`src/rtl/uart_burst_tx.sv`:
```
// Buffered UART transmitter: a small FIFO feeds a framing FSM that sends
// start, data (LSB first), optional parity, 1-2 stop bits and an idle gap.
module uart_burst_tx #(
    parameter int DATA_WIDTH = 8,
    parameter int DEPTH      = 4,
    parameter int GAP_WIDTH  = 4
) (
    input  logic                  i_clk,
    input  logic                  i_rst_n,
    input  logic                  i_tick,
    input  logic [DATA_WIDTH-1:0] i_wr_data,
    input  logic                  i_wr_en,
    input  logic                  i_par_en,
    input  logic                  i_par_typ,
    input  logic                  i_stop2,
    input  logic [GAP_WIDTH-1:0]  i_gap,
    output logic                  o_tx_out,
    output logic                  o_busy,
    output logic                  o_full,
    output logic                  o_empty,
    output logic                  o_frame_done,
    output logic                  o_overflow
);
    localparam int AW = $clog2(DEPTH);
    localparam int BW = $clog2(DATA_WIDTH) + 1;
    localparam logic [AW:0]   CNT_FULL = (AW+1)'(DEPTH);
    localparam logic [BW-1:0] BIT_LAST = BW'(DATA_WIDTH);

    localparam logic [2:0] S_IDLE   = 3'd0;
    localparam logic [2:0] S_START  = 3'd1;
    localparam logic [2:0] S_DATA   = 3'd2;
    localparam logic [2:0] S_PARITY = 3'd3;
    localparam logic [2:0] S_STOP   = 3'd4;
    localparam logic [2:0] S_GAP    = 3'd5;

    logic [DATA_WIDTH-1:0] r_mem [DEPTH];
    logic [AW-1:0]         r_wptr;
    logic [AW-1:0]         r_rptr;
    logic [AW:0]           r_count;
    logic [AW:0]           w_count_nxt;
    logic                  r_full;
    logic                  r_empty;
    logic                  r_ovf;

    logic [2:0]            r_state;
    logic [DATA_WIDTH-1:0] r_shift;
    logic [DATA_WIDTH-1:0] w_head;
    logic [BW-1:0]         r_bitcnt;
    logic                  r_par;
    logic                  r_par_en;
    logic                  r_stop2;
    logic                  r_stopcnt;
    logic [GAP_WIDTH-1:0]  r_gap;
    logic [GAP_WIDTH-1:0]  r_gapcnt;
    logic                  r_tx;
    logic                  r_done;

    logic                  w_stop_end;
    logic                  w_gap_end;
    logic                  w_next;
    logic                  w_pop;
    logic                  w_wr_ok;

    assign w_head     = r_mem[r_rptr];
    assign w_stop_end = (r_state == S_STOP) && (!r_stop2 || r_stopcnt);
    assign w_gap_end  = (r_state == S_GAP) && (r_gapcnt == r_gap);
    assign w_next     = w_gap_end || (w_stop_end && (r_gap == '0));
    // Back-to-back frames pop straight out of stop/gap with no idle bit
    assign w_pop      = i_tick && !r_empty && ((r_state == S_IDLE) || w_next);
    assign w_wr_ok    = i_wr_en && (!r_full || w_pop);

    assign w_count_nxt = r_count + {{AW{1'b0}}, w_wr_ok}
                                 - {{AW{1'b0}}, w_pop};

    always_ff @(posedge i_clk) begin
        if (w_wr_ok) begin
            r_mem[r_wptr] <= i_wr_data;
        end
    end

    always_ff @(posedge i_clk or negedge i_rst_n) begin
        if (!i_rst_n) begin
            r_wptr  <= '0;
            r_rptr  <= '0;
            r_count <= '0;
            r_full  <= 1'b0;
            r_empty <= 1'b1;
            r_ovf   <= 1'b0;
        end else begin
            if (w_wr_ok) begin
                r_wptr <= r_wptr + AW'(1);
            end
            if (w_pop) begin
                r_rptr <= r_rptr + AW'(1);
            end
            r_count <= w_count_nxt;
            r_full  <= (w_count_nxt == CNT_FULL);
            r_empty <= (w_count_nxt == '0);
            if (i_wr_en && !w_wr_ok) begin
                r_ovf <= 1'b1;
            end
        end
    end

    always_ff @(posedge i_clk or negedge i_rst_n) begin
        if (!i_rst_n) begin
            r_state   <= S_IDLE;
            r_shift   <= '0;
            r_bitcnt  <= '0;
            r_par     <= 1'b0;
            r_par_en  <= 1'b0;
            r_stop2   <= 1'b0;
            r_stopcnt <= 1'b0;
            r_gap     <= '0;
            r_gapcnt  <= '0;
            r_tx      <= 1'b1;
            r_done    <= 1'b0;
        end else begin
            r_done <= 1'b0;
            if (i_tick) begin
                case (r_state)
                    S_IDLE: begin
                        r_tx <= 1'b1;
                    end
                    S_START: begin
                        r_tx     <= r_shift[0];
                        r_shift  <= r_shift >> 1;
                        r_bitcnt <= BW'(1);
                        r_state  <= S_DATA;
                    end
                    S_DATA: begin
                        if (r_bitcnt == BIT_LAST) begin
                            r_stopcnt <= 1'b0;
                            if (r_par_en) begin
                                r_tx    <= r_par;
                                r_state <= S_PARITY;
                            end else begin
                                r_tx    <= 1'b1;
                                r_state <= S_STOP;
                            end
                        end else begin
                            r_tx     <= r_shift[0];
                            r_shift  <= r_shift >> 1;
                            r_bitcnt <= r_bitcnt + BW'(1);
                        end
                    end
                    S_PARITY: begin
                        r_tx      <= 1'b1;
                        r_stopcnt <= 1'b0;
                        r_state   <= S_STOP;
                    end
                    S_STOP: begin
                        if (!w_stop_end) begin
                            r_stopcnt <= 1'b1;
                        end else begin
                            r_done <= 1'b1;
                            if (r_gap != '0) begin
                                r_gapcnt <= GAP_WIDTH'(1);
                                r_state  <= S_GAP;
                            end else begin
                                r_state <= S_IDLE;
                            end
                        end
                    end
                    S_GAP: begin
                        if (w_gap_end) begin
                            r_state <= S_IDLE;
                        end else begin
                            r_gapcnt <= r_gapcnt + GAP_WIDTH'(1);
                        end
                    end
                    default: begin
                        r_tx    <= 1'b1;
                        r_state <= S_IDLE;
                    end
                endcase
                // A pop overrides the branch above and starts a new frame
                if (w_pop) begin
                    r_shift  <= w_head;
                    r_par    <= (^w_head) ^ i_par_typ;
                    r_par_en <= i_par_en;
                    r_stop2  <= i_stop2;
                    r_gap    <= i_gap;
                    r_tx     <= 1'b0;
                    r_state  <= S_START;
                end
            end
        end
    end

    assign o_tx_out     = r_tx;
    assign o_busy       = (r_state != S_IDLE);
    assign o_full       = r_full;
    assign o_empty      = r_empty;
    assign o_frame_done = r_done;
    assign o_overflow   = r_ovf;

endmodule

```
`config.mk`:
```
export PLATFORM = sky130hd
export DESIGN_NAME = uart_burst_tx
export DESIGN_NICKNAME = d
export VERILOG_FILES = /design/src/rtl/uart_burst_tx.sv
export SDC_FILE = /design/constraint.sdc
export NUM_CORES = 1
export LEC_CHECK = 0
export ABC_AREA = 1
export CORE_UTILIZATION = 45
export DETAILED_ROUTE_END_ITERATION = 6
export PLACE_DENSITY = 0.7
export SLEW_MARGIN = 20
export SYNTH_ARGS = -nofsm -noshare
export SYNTH_HDL_FRONTEND = slang
export SYNTH_SLANG_ARGS = --single-unit
```
`constraint.sdc`:
```
create_clock -name i_clk -period 7.55 [get_ports i_clk]
set_input_delay 1.8875 -clock i_clk [delete_from_list [all_inputs] [get_ports i_clk]]
set_output_delay 1.8875 -clock i_clk [all_outputs]
set_load 0.02 [all_outputs]
```
==> flow_metrics.tcl <==
set metrics [dict create \
    outcome "complete, no violations" \
    r2r-end "o_full$_DFF_PN0_" \
    async_flop_share_pct 54.9 \
    worstHoldPathType "reg -> reg" \
    final-hold-violation-count 0 \
    crit_slowest_cell "clkdlybuf4s50_1" \
    antenna_cells 0 \
    final_common_cell "nand2_1" \
    cp_max_fo 24 \
    drtPass1Iterations 4 \
    htree_levels 3 \
    cts_resized 0 \
    final_cell_mix "nand2_1 (157), dfrtp_1 (37), nand3_1 (35), inv_1 (33), edfxtp_1 (32)" \
    slew_viol_final 0 \
    worst_pin_slew_ns 0.862 \
    drt-initial-drc-count 119 \
    n_fill_cell 721 \
    synthFlopType "dfrtp_1" \
    worstRegToRegCells 16 \
    routed_wl_mm 6.64 \
    cts_made_buffers 9 \
    skew_ns 0.0151 \
    io_buffers 24 \
    antenna_found_initial 0 \
    setup_viol 0 \
    row_count 32 \
    internal-power_uw 1020 \
    hold_start "o_overflow$_DFFE_PN0P_" \
    power.switching_uw 692 \
    core_mm2 0.00777 \
    drv_cap 0 \
    period_needed_ns 4.78 \
    synth_top_family_by_area "simple AND/OR/NAND/NOR gates" \
    critPathMaxStageDelay_ns 0.65 \
    chipWidth_um 92.0 \
    end_kind "flip-flop" \
    hold_end "o_overflow$_DFFE_PN0P_" \
    drcViolationCount 0 \
    irDropWorstVdd_mv 0.175 \
    ant_nets 0 \
    p_per_area_mw_per_mm2 410 \
    grt_pass1_wl_mm 11.9 \
    synth_fa_ha_area_share_pct 3.64 \
    crit_required_ns 7.81 \
    grt_pass1_vias 2626 \
    worstPathCellList "clkdlybuf4s50_1 -> inv_1 -> nor2_1 -> nand2_2 -> nand2_1 -> nand2_2 -> ha_1 -> inv_1 -> ha_1 -> inv_1 -> fa_1 -> xnor2_1 -> xnor2_1 -> nor3b_1" \
    fin_cells 546 \
    yosysWarningCount 0 \
    critPathKind "in -> reg" \
    ys_ff_latch 71 \
    rsz0062_at_grt "false" \
    cts_setup_buffers 0 \
    slew_headroom_pct 42.5 \
    synth_mux_area_share_pct 0.309 \
    syn_area_mm2 0.00365 \
    critPathArrivalTime_ns 5.04 \
    yosysUniqueCellTypes 40 \
    synth_edf_count 32 \
    clock_sinks 71 \
    tritoncts "yes" \
    leakagePower_uw 0.00193 \
    synth_nets 443 \
    whs_path_depth 1 \
    start_util_pct 47.0 \
    clock_latency_ns 0.35 \
    fmax_ghz 0.209 \
    synth_area_per_cell_um2 8.81 \
    track_usage_pct 17.9 \
    cp-start-kind "primary input" \
    crit_path_frequent_cell "inv_1" \
    synthSimpleGateAreaFrac_pct 29.3 \
    dieArea_mm2 0.00847 \
    hpwlAfterDp_mm 4.73 \
    overflow 0 \
    vias_per_cell 4.88 \
    share_comb_of_total_power_pct 41.0 \
    rr_startpoint "r_state[1]$_DFFE_PN0P_" \
    place_inst 530 \
    synth_compound_area_share_pct 4.94 \
    nets 468 \
    rrSetupSlack_ns 4.14 \
    gp_congestion 0.801 \
    cts_root_buffer "clkbuf_8" \
    clk_pin_slew_worst_paths_ns 0.07 \
    ctsLongestPathBuffers 2 \
    tns_ns 0 \
    synth_xor_area_share_pct 1.68 \
    via_count 2664 \
    fin_crit_sh_pct 63.3 \
    power.share.sequential_pct 37.4 \
    grt_max_degree 40 \
    synth_area_leader_cell "edfxtp_1" \
    fp.dieH_um 92.0 \
    hold_buffers 0 \
    synthTopCellsByArea "edfxtp_1 (26%), dfrtp_1 (25%), nand2_1 (16%)" \
    ios 25 \
    syn2layout_area_growth_pct 14.3 \
    wl_per_cell_um 12.2 \
    drive_gt1_share_pct 11.9 \
    syn_inst 414 \
    ys_seq_area_share_pct 53.2 \
    yosys.area.top_type_share_pct 26.3 \
    switching_share_pct 40.5 \
    pwr-share-clk_pct 21.6 \
]
worst max-delay path by stage:
stage	from	endpoint	slack [ns]
CTS	i_tick	o_full$_DFF_PN0_	2.77
finish	i_tick	o_full$_DFF_PN0_	2.77
detailed placement	i_tick	o_full$_DFF_PN0_	2.40
floorplan	i_tick	o_full$_DFF_PN0_	3.50
global placement	i_tick	o_full$_DFF_PN0_	2.54
global route	i_tick	o_full$_DFF_PN0_	2.42
critical path: cells and delay by family:
family,cells,cell delay (ns)
buf+inv,4,0.89
xor+xnor,2,0.37
fa+ha+maj,3,0.80
simple gates,5,1.08
cell usage after synthesis, types with 3 or more instances:
| master | n |
|---|---|
| xnor2_1 | 4 |
| o21ai_1 | 9 |
| buf_4 | 3 |
| inv_2 | 8 |
| edfxtp_1 | 32 |
| nand2_2 | 8 |
| ha_1 | 9 |
| nor2_1 | 22 |
| a21oi_1 | 3 |
| o21ai_0 | 9 |
| nand2_1 | 157 |
| nor3_1 | 3 |
| inv_1 | 33 |
| nand3_1 | 35 |
| xor2_1 | 3 |
| dfrtp_1 | 37 |
| nand3_2 | 5 |
| nor2_2 | 3 |
| buf_6 | 3 |
| buf_2 | 3 |
registers in the layout, indices dropped and copies added, names as in the netlist:
signal / count
o_frame_done: 1
o_empty: 1
r_gap: 4
r_stopcnt: 1
o_tx_out: 1
r_mem: 32
r_count: 3
o_overflow: 1
r_state: 3
r_gapcnt: 4
r_bitcnt: 4
r_par: 1
r_shift: 8
r_stop2: 1
o_full: 1
r_wptr: 2
r_rptr: 2
r_par_en: 1
per-stage QoR:
stage / hold slack (ns) / total power, uW / utilization [%] / setup WS [ns] / area, um^2
final: 0.481 / 1710 / 53.7 / 2.77 / 4170
after global routing: 0.526 / 1870 / 53.7 / 2.42 / 4170
after CTS: 0.491 / 1720 / 53.7 / 2.77 / 4170
after detailed placement: 0.474 / 1350 / 50.5 / 2.40 / 3920
after global placement: 0.472 / 1330 / 50.5 / 2.54 / 3920
after floorplan: 0.449 / 1210 / - / 3.50 / 3650
layout make-up:
| type | instances | area [um^2] | area share, % |
|---|---|---|---|
| sequential | 71 | 1940 | 46.5 |
| tap | 102 | 128 | 3.06 |
| clock buffer | 10 | 128 | 3.06 |
| multi-input combinational | 290 | 1460 | 34.9 |
| timing repair buffer | 24 | 235 | 5.64 |
| inverter | 43 | 166 | 3.99 |
| clock inverter | 6 | 116 | 2.79 |
power by group through the flow:
| stage | logic [uW] | registers (uW) | clock network (uW) |
|---|---|---|---|
| floorplan | 594 | 614 | 0 |
| global placement | 683 | 643 | 0 |
| detailed placement | 704 | 644 | 0 |
| CTS | 709 | 638 | 377 |
| global route | 823 | 654 | 390 |
| finish | 700 | 638 | 369 |
logic make-up after synthesis:
group | count (synthesis)
AO/OA/AOI/OAI | 31
XOR/XNOR | 7
adder cells (fa/ha/maj) | 10
buffers and inverters | 53
flip-flops | 71
multiplexers | 1
AND/OR/NAND/NOR | 241
metal layers:
| metal | part of all wire (%) | track usage, % |
|---|---|---|
| met2 | 49 | 29.3 |
| met4 | 0.86 | 5.60 |
| met3 | 2.5 | 4.81 |
| met1 | 47 | 23.1 |
| met5 | 0 | 0 |
(Power assumes the default switching activity.)
